--- config.mk ---
export PLATFORM = sky130hd
export DESIGN_NAME = sideband_deserializer_flat
export DESIGN_NICKNAME = d
export VERILOG_FILES = /design/src/rtl/sideband_deserializer_if.sv /design/src/rtl/sideband_deserializer.sv /design/src/flat_wrapper.sv
export SDC_FILE = /design/constraint.sdc
export NUM_CORES = 1
export LEC_CHECK = 0
export CORE_ASPECT_RATIO = 1.5
export CORE_MARGIN = 4
export CORE_UTILIZATION = 25
export CTS_BUF_LIST = sky130_fd_sc_hd__clkbuf_8
export CTS_CLUSTER_DIAMETER = 50
export DETAILED_ROUTE_END_ITERATION = 10
export SKIP_LAST_GASP = 1
export SYNTH_ARGS = -nofsm -noshare
export SYNTH_HDL_FRONTEND = slang
export SYNTH_SLANG_ARGS = --single-unit
--- constraint.sdc ---
create_clock -name clk -period 1.5 [get_ports clk]
set_clock_uncertainty 0.15 [all_clocks]
set_input_delay 0.3 -clock clk [delete_from_list [all_inputs] [get_ports clk]]
set_output_delay 0.3 -clock clk [all_outputs]
set_load 0.005 [all_outputs]
--- src/rtl/sideband_deserializer_if.sv ---
// Sideband receive interface: serial line in, recovered parallel word and status strobes out.
// The master drives the line; the slave (the deserializer) drives the outputs.
interface sideband_deserializer_if #(
    parameter int WIDTH = 8
);
    logic             sb_in;
    logic [WIDTH-1:0] parallel_out;
    logic             data_valid;
    logic             frame_err;
    logic             busy;

    modport master (
        output sb_in,
        input  parallel_out,
        input  data_valid,
        input  frame_err,
        input  busy
    );

    modport slave (
        input  sb_in,
        output parallel_out,
        output data_valid,
        output frame_err,
        output busy
    );
endinterface

--- src/rtl/sideband_deserializer.sv ---
// Recovers start/data/stop framed words from the one-bit-per-clock sideband line and
// presents each good word with a one-cycle valid strobe; bad stop bits raise frame_err.
module sideband_deserializer #(
    parameter int WIDTH = 8
) (
    input  logic                   clk,
    input  logic                   rst,
    sideband_deserializer_if.slave sb
);
    localparam int CNT_W = $clog2(WIDTH);
    localparam logic [CNT_W-1:0] LAST_BIT = CNT_W'(WIDTH - 1);

    localparam logic [1:0] IDLE      = 2'd0;
    localparam logic [1:0] DATA      = 2'd1;
    localparam logic [1:0] STOP      = 2'd2;
    localparam logic [1:0] WAIT_HIGH = 2'd3;

    logic [1:0]       state;
    logic [CNT_W-1:0] cnt;
    logic [WIDTH-1:0] shreg;
    logic [WIDTH-1:0] word_q;
    logic             valid_q;
    logic             err_q;

    // NOTE: all state uses non-blocking assignments so every register samples the
    // pre-edge values; blocking here would let later statements see updated state.
    always_ff @(posedge clk or posedge rst) begin
        if (rst) begin
            state   <= IDLE;
            cnt     <= '0;
            shreg   <= '0;
            word_q  <= '0;
            valid_q <= 1'b0;
            err_q   <= 1'b0;
        end else begin
            valid_q <= 1'b0;
            err_q   <= 1'b0;
            case (state)
                IDLE: begin
                    if (!sb.sb_in) begin
                        state <= DATA;
                        cnt   <= '0;
                    end
                end
                DATA: begin
                    shreg <= {sb.sb_in, shreg[WIDTH-1:1]};
                    // Hold the counter on the last bit so it never wraps past WIDTH-1.
                    if (cnt == LAST_BIT) begin
                        state <= STOP;
                    end else begin
                        cnt <= cnt + CNT_W'(1);
                    end
                end
                STOP: begin
                    if (sb.sb_in) begin
                        word_q  <= shreg;
                        valid_q <= 1'b1;
                        state   <= IDLE;
                    end else begin
                        err_q <= 1'b1;
                        state <= WAIT_HIGH;
                    end
                end
                default: begin
                    // A low line after a framing error is a break, not a start bit.
                    if (sb.sb_in) begin
                        state <= IDLE;
                    end
                end
            endcase
        end
    end

    assign sb.parallel_out = word_q;
    assign sb.data_valid   = valid_q;
    assign sb.frame_err    = err_q;
    assign sb.busy         = (state != IDLE);
endmodule

--- src/flat_wrapper.sv ---
// flat-port wrapper written by rule: the top's interface ports become plain ports
module sideband_deserializer_flat 
#(
    parameter int WIDTH = 8
)
  (clk, rst, sb_sb_in, sb_parallel_out, sb_data_valid, sb_frame_err, sb_busy);
  sideband_deserializer_if #(.WIDTH(WIDTH)) sb_i ();
  input  logic clk;
  input  logic rst;
  input wire logic [$bits(sb_i.sb_in)-1:0] sb_sb_in;
  output wire logic [$bits(sb_i.parallel_out)-1:0] sb_parallel_out;
  output wire logic [$bits(sb_i.data_valid)-1:0] sb_data_valid;
  output wire logic [$bits(sb_i.frame_err)-1:0] sb_frame_err;
  output wire logic [$bits(sb_i.busy)-1:0] sb_busy;
  assign sb_i.sb_in = sb_sb_in;
  assign sb_parallel_out = sb_i.parallel_out;
  assign sb_data_valid = sb_i.data_valid;
  assign sb_frame_err = sb_i.frame_err;
  assign sb_busy = sb_i.busy;
  sideband_deserializer #(.WIDTH(WIDTH)) u_core (.clk(clk), .rst(rst), .sb(sb_i));
endmodule
## After elaboration in Yosys (flattened, before gate mapping)

Index checks and enable logic that the tools add are counted.
W data, S select, Z words.

| cells by class | value |
|---|---|
| reductions and logical operators | 7 |
| divide/modulo/power cells | 0 |
| multiply operators | 0 |
| equal/unequal tests | 6 |
| add/subtract/negate cells | 1 |
| shift-type cells | 0 |
| $lt $le $gt $ge | 0 |
| muxes and demuxes | 12 |
| bitwise logic cells | 0 |

Operators by type and width:

| cell | count |
|---|---|
| $mux W2 | 4 |
| $mux W3 | 2 |
| $pmux W2 S3 | 1 |
| $pmux W3 S2 | 1 |
| $reduce_and A3 Y1 | 2 |
| $mux W1 | 4 |
| $ne A2 B2 Y1 const B | 2 |
| $reduce_bool A2 Y1 | 2 |
| $reduce_bool A4 Y1 | 1 |
| $add A3 B1 Y3 const B | 1 |
| $eq A3 B3 Y1 const B | 1 |
| $eq A2 B1 Y1 const B | 1 |
| $eq A2 B2 Y1 const B | 1 |
| $logic_not A2 Y1 | 1 |
| $ne A2 B1 Y1 const B | 1 |
| $reduce_and A2 Y1 | 1 |

| word-level totals | value |
|---|---|
| word-level logic and storage cells | 32 |
| input port bits | 3 |
| output and inout bits | 11 |
| memory bits (writable) | 0 |
| bits in latches | 0 |
| memories kept | 0 |
| register bits | 23 |
| ROM bits | 0 |

## Depth between registers and ports, before layout

| depth | value |
|---|---|
| depth after elaboration | 3 |
| gate-level depth with buffers | 7 |
| gate-level depth less buffers | 6 |

## Worst setup path after synthesis

No wires, ideal clock.

| timing path | value |
|---|---|
| path kind | reg2reg |
| start point | register u_core.cnt[0] |
| end point | register u_core.cnt[2] |
| path slack | -0.143 ns |
| stages on the path, launching flop included | 7 |
| arrival time | 1.410 ns |
| path buffers | 0 |
| setup time | 0.083 ns |
| cell sequence | dfrtp_1 ha_1 ha_1 or3b_1 a21oi_1 a31oi_1 o21ai_0 |

| on the way | value |
|---|---|
| cells in the longest elaborated chain, start to end | 3 |
| elaborated cells on any way between the ends | 6 |
| classes of those cells | add/sub (1); eq/ne (2); mux (2); reduce/logical (1) |

RTL lines:

| element | RTL line | RTL |
|---|---|---|
| start: declaration | sideband_deserializer.sv:19 | `logic [CNT_W-1:0] cnt;` |
| start signal: assignment | sideband_deserializer.sv:51 | `cnt <= cnt + CNT_W'(1);` |
| $add A3 B1 Y3 / $eq A3 B3 Y1 (equally long branches) | sideband_deserializer.sv:51, sideband_deserializer.sv:48 |  |
| $mux W3 / $ne A2 B2 Y1 (equally long branches) | -- |  |
| $pmux W3 S2 / $reduce_and A3 Y1 (equally long branches) | -- |  |

Several ways; a longest one is shown, not always the timed one. The select of a mux whose other input is x is not followed.
A chain may end at the register's enable or synchronous reset.

## Worst setup path after layout

Ends and elaborated chain as after synthesis.

==> impl_metrics.py <==
metrics = {
    "sta": {
        "setup_violations": 3,
        "fin_crit_sh": 1.12,
        "min_period_ps": 1690,
        "tightest_slew_ps": 625,
        "drv_slew": 0,
        "holdWs_ps": 237,
        "worst_slack_ps": -186,
        "rsz0062_at_grt": "yes",
        "finalHoldViolations": 0,
        "slew_headroom": 0.583,
        "fmax_ghz": 0.593,
    },
    "routing": {
        "drt_first_pass_iters": 4,
        "dr.first_iter.drc_count": 5,
        "drc": 0,
        "vias": 741,
        "vias_per_cell": 4.60,
        "drt_wl_total_um": 2020,
        "routedWlPerCell_um": 12.5,
        "ant_nets": 0,
    },
    "synthesis": {
        "synth_area_leaders": "dfrtp_1 (55%), mux2_2 (17%), ha_1 (7.1%)",
        "syn_area_per_cell_um2": 12.7,
        "async_reset_ff_frac": 1.00,
        "syn_inst": 83,
        "synth_warnings": 0,
        "yosys.area.top_type": "dfrtp_1",
        "yosys_register_bits": 23,
        "syn-num-nets": 92,
        "synth.distinct_cells": 25,
        "netlist.area_leader.share": 0.545,
        "synth_ff_type": "dfrtp_1",
        "seq_area_frac_synth": 0.545,
        "synthesis.area_mm2": 0.00106,
        "synth-edff-count": 0,
    },
    "final_layout": {
        "syn_to_final_growth_pct": 49.6,
        "final_cell_mix": "dfrtp_1 (23), buf_4 (12), dlygate4sd2_1 (10), mux2_4 (8), mux2_2 (8)",
        "nets": 126,
        "num_antenna_cells": 0,
        "fillers": 381,
        "finalCoreUtilization": 0.392,
        "drive_above_1_share": 0.534,
        "layout_commonest_cell": "dfrtp_1",
    },
    "clocking": {
        "clockBufferDepth": 2,
        "postCtsHoldBufs": 0,
        "cts_tree": "done",
        "htreeDepth": 1,
        "cts.sinks": 23,
        "cts_buffers": 3,
        "cts-root-buf": "clkbuf_8",
        "clk_latency_ps": 250,
        "clkTransAtPathRegs_ps": 80,
    },
    "setup_path": {
        "cp_max_fo": 2,
        "crit_type": "reg -> reg",
        "reg2reg_slack_ps": -190,
        "cp-end-kind": "register",
        "crit_required_ps": 1530,
        "critPathLaunchType": "register",
        "arrival_ps": 1720,
    },
    "worst_hold_path": {
        "worstHoldPathType": "in -> async",
    },
    "power": {
        "ir_worst_vdd_v": 0.00109,
        "power_uw": 3300,
        "p_leak_uw": 0.000755,
        "power.density_mw_per_mm2": 2090,
    },
    "grt": {
        "antenna_found_initial": 0,
        "grt_max_degree": 24,
        "grt_pass1_wl_um": 3170,
        "track_usage": 0.0773,
        "grt_pass1_vias": 748,
        "grt-ovfl-total": 0,
    },
    "placement": {
        "dp_slack_ps": -328,
        "place_congestion": 0.761,
        "dp_hpwl_um": 1390,
        "port_buffers": 13,
    },
    "flow_run": {
        "maxCapViolations": 0,
    },
    "floorplanning": {
        "die_w_um": 61.1,
        "io_pins": 14,
        "coreArea_mm2": 0.00403,
        "initial_utilization": 0.262,
        "die_area_mm2": 0.00535,
        "die_h_um": 87.6,
        "rows": 28,
    },
    "status": {
        "status": "finished with violations",
        "violations": "negative setup slack",
    },
}
-- area by class of cell --
cell class,instances,area [µm²],share of cell area
clock buffer,3,41.3,0.0261
clock inverter,1,5.00,0.00317
inverter,6,22.5,0.0143
multi-input combinational,52,597,0.378
sequential,23,576,0.364
tap,45,56.3,0.0356
timing repair buffer,31,283,0.179
-- cell usage after synthesis (all sizes together) (2+ instances only) --
master,number
buf,2
inv,6
nor2,2
nor3,2
nand2,5
dfrtp,23
a21oi,4
mux2,16
ha,6
o21ai,7
-- what timing repair did --
| action | 4_1_cts | 5_1_grt |
|---|---|---|
| resized for setup | 25 | 35 |
| setup buffers | 3 | 0 |
| pin swaps | 3 | 8 |
| cloned | 0 | 1 |
| setup endpoints to repair | 32 | 21 |
-- power by group --
group | internal (µW) | leakage, µW | total [µW] | switching (µW)
combinational | 1110 | 0.000443 | 1860 | 745
sequential | 909 | 0.000286 | 1080 | 171
clock | 185 | 0.0000255 | 365 | 181
-- layer usage --
metal,GRT usage,vias to the layer above,share of wire
li1,-,356,-
met1,0.0906,368,0.46
met2,0.130,15,0.49
met3,0.0177,2,0.050
met4,0.0355,0,0.0069
met5,0,-,0
-- sequential cells by signal, indices dropped and copies added (netlist names) --
signal	flops
u_core.sb.data_valid	1
u_core.shreg	8
u_core.state	2
u_core.sb.parallel_out	8
u_core.cnt	3
u_core.sb.frame_err	1
-- worst max-delay path: stages, from the launching register on --
cell and delay (ps):
dfrtp_1 390, ha_2 210, ha_4 260, or3b_4 360
a21oi_2 120, a31oi_1 50, o21ai_1 80
-- path summary, 6_finish.rpt --
check | from | endpoint | depth (start not counted)
setup reg to reg | u_core.cnt[0] | u_core.cnt[2] | 6
hold / removal | rst | u_core.shreg[7] | 3
min in group clk | u_core.sb.parallel_out[6] | u_core.sb.parallel_out[6] | 1
hold reg to reg | u_core.sb.parallel_out[6] | u_core.sb.parallel_out[6] | 1
max in group asynchronous | rst | u_core.sb.parallel_out[7] | 3
setup / recovery | u_core.cnt[0] | u_core.cnt[2] | 6
-- cell families (layout without fill, tap and decap cells) --
logic type                 Yosys count  in the layout  synth area share
buffers and inverters                9             41            0.0521
AOI/OAI and AO/OA                   16             16            0.0912
muxes                               17             17             0.180
DFF                                 23             23             0.545
and+or+nand+nor                     12             13            0.0604
adders and majority gates            6              6            0.0711
-- through the flow --
stage | setup TNS [ps] | instances | instance area (µm²)
floorplan | -119 | 83 | 1060
CTS | -1090 | 160 | 1440
global route | -579 | 161 | 1580
global placement | -3180 | 153 | 1330
finish | -266 | 161 | 1580
detailed placement | -3770 | 153 | 1330
Power figures use the tool's default switching activity.
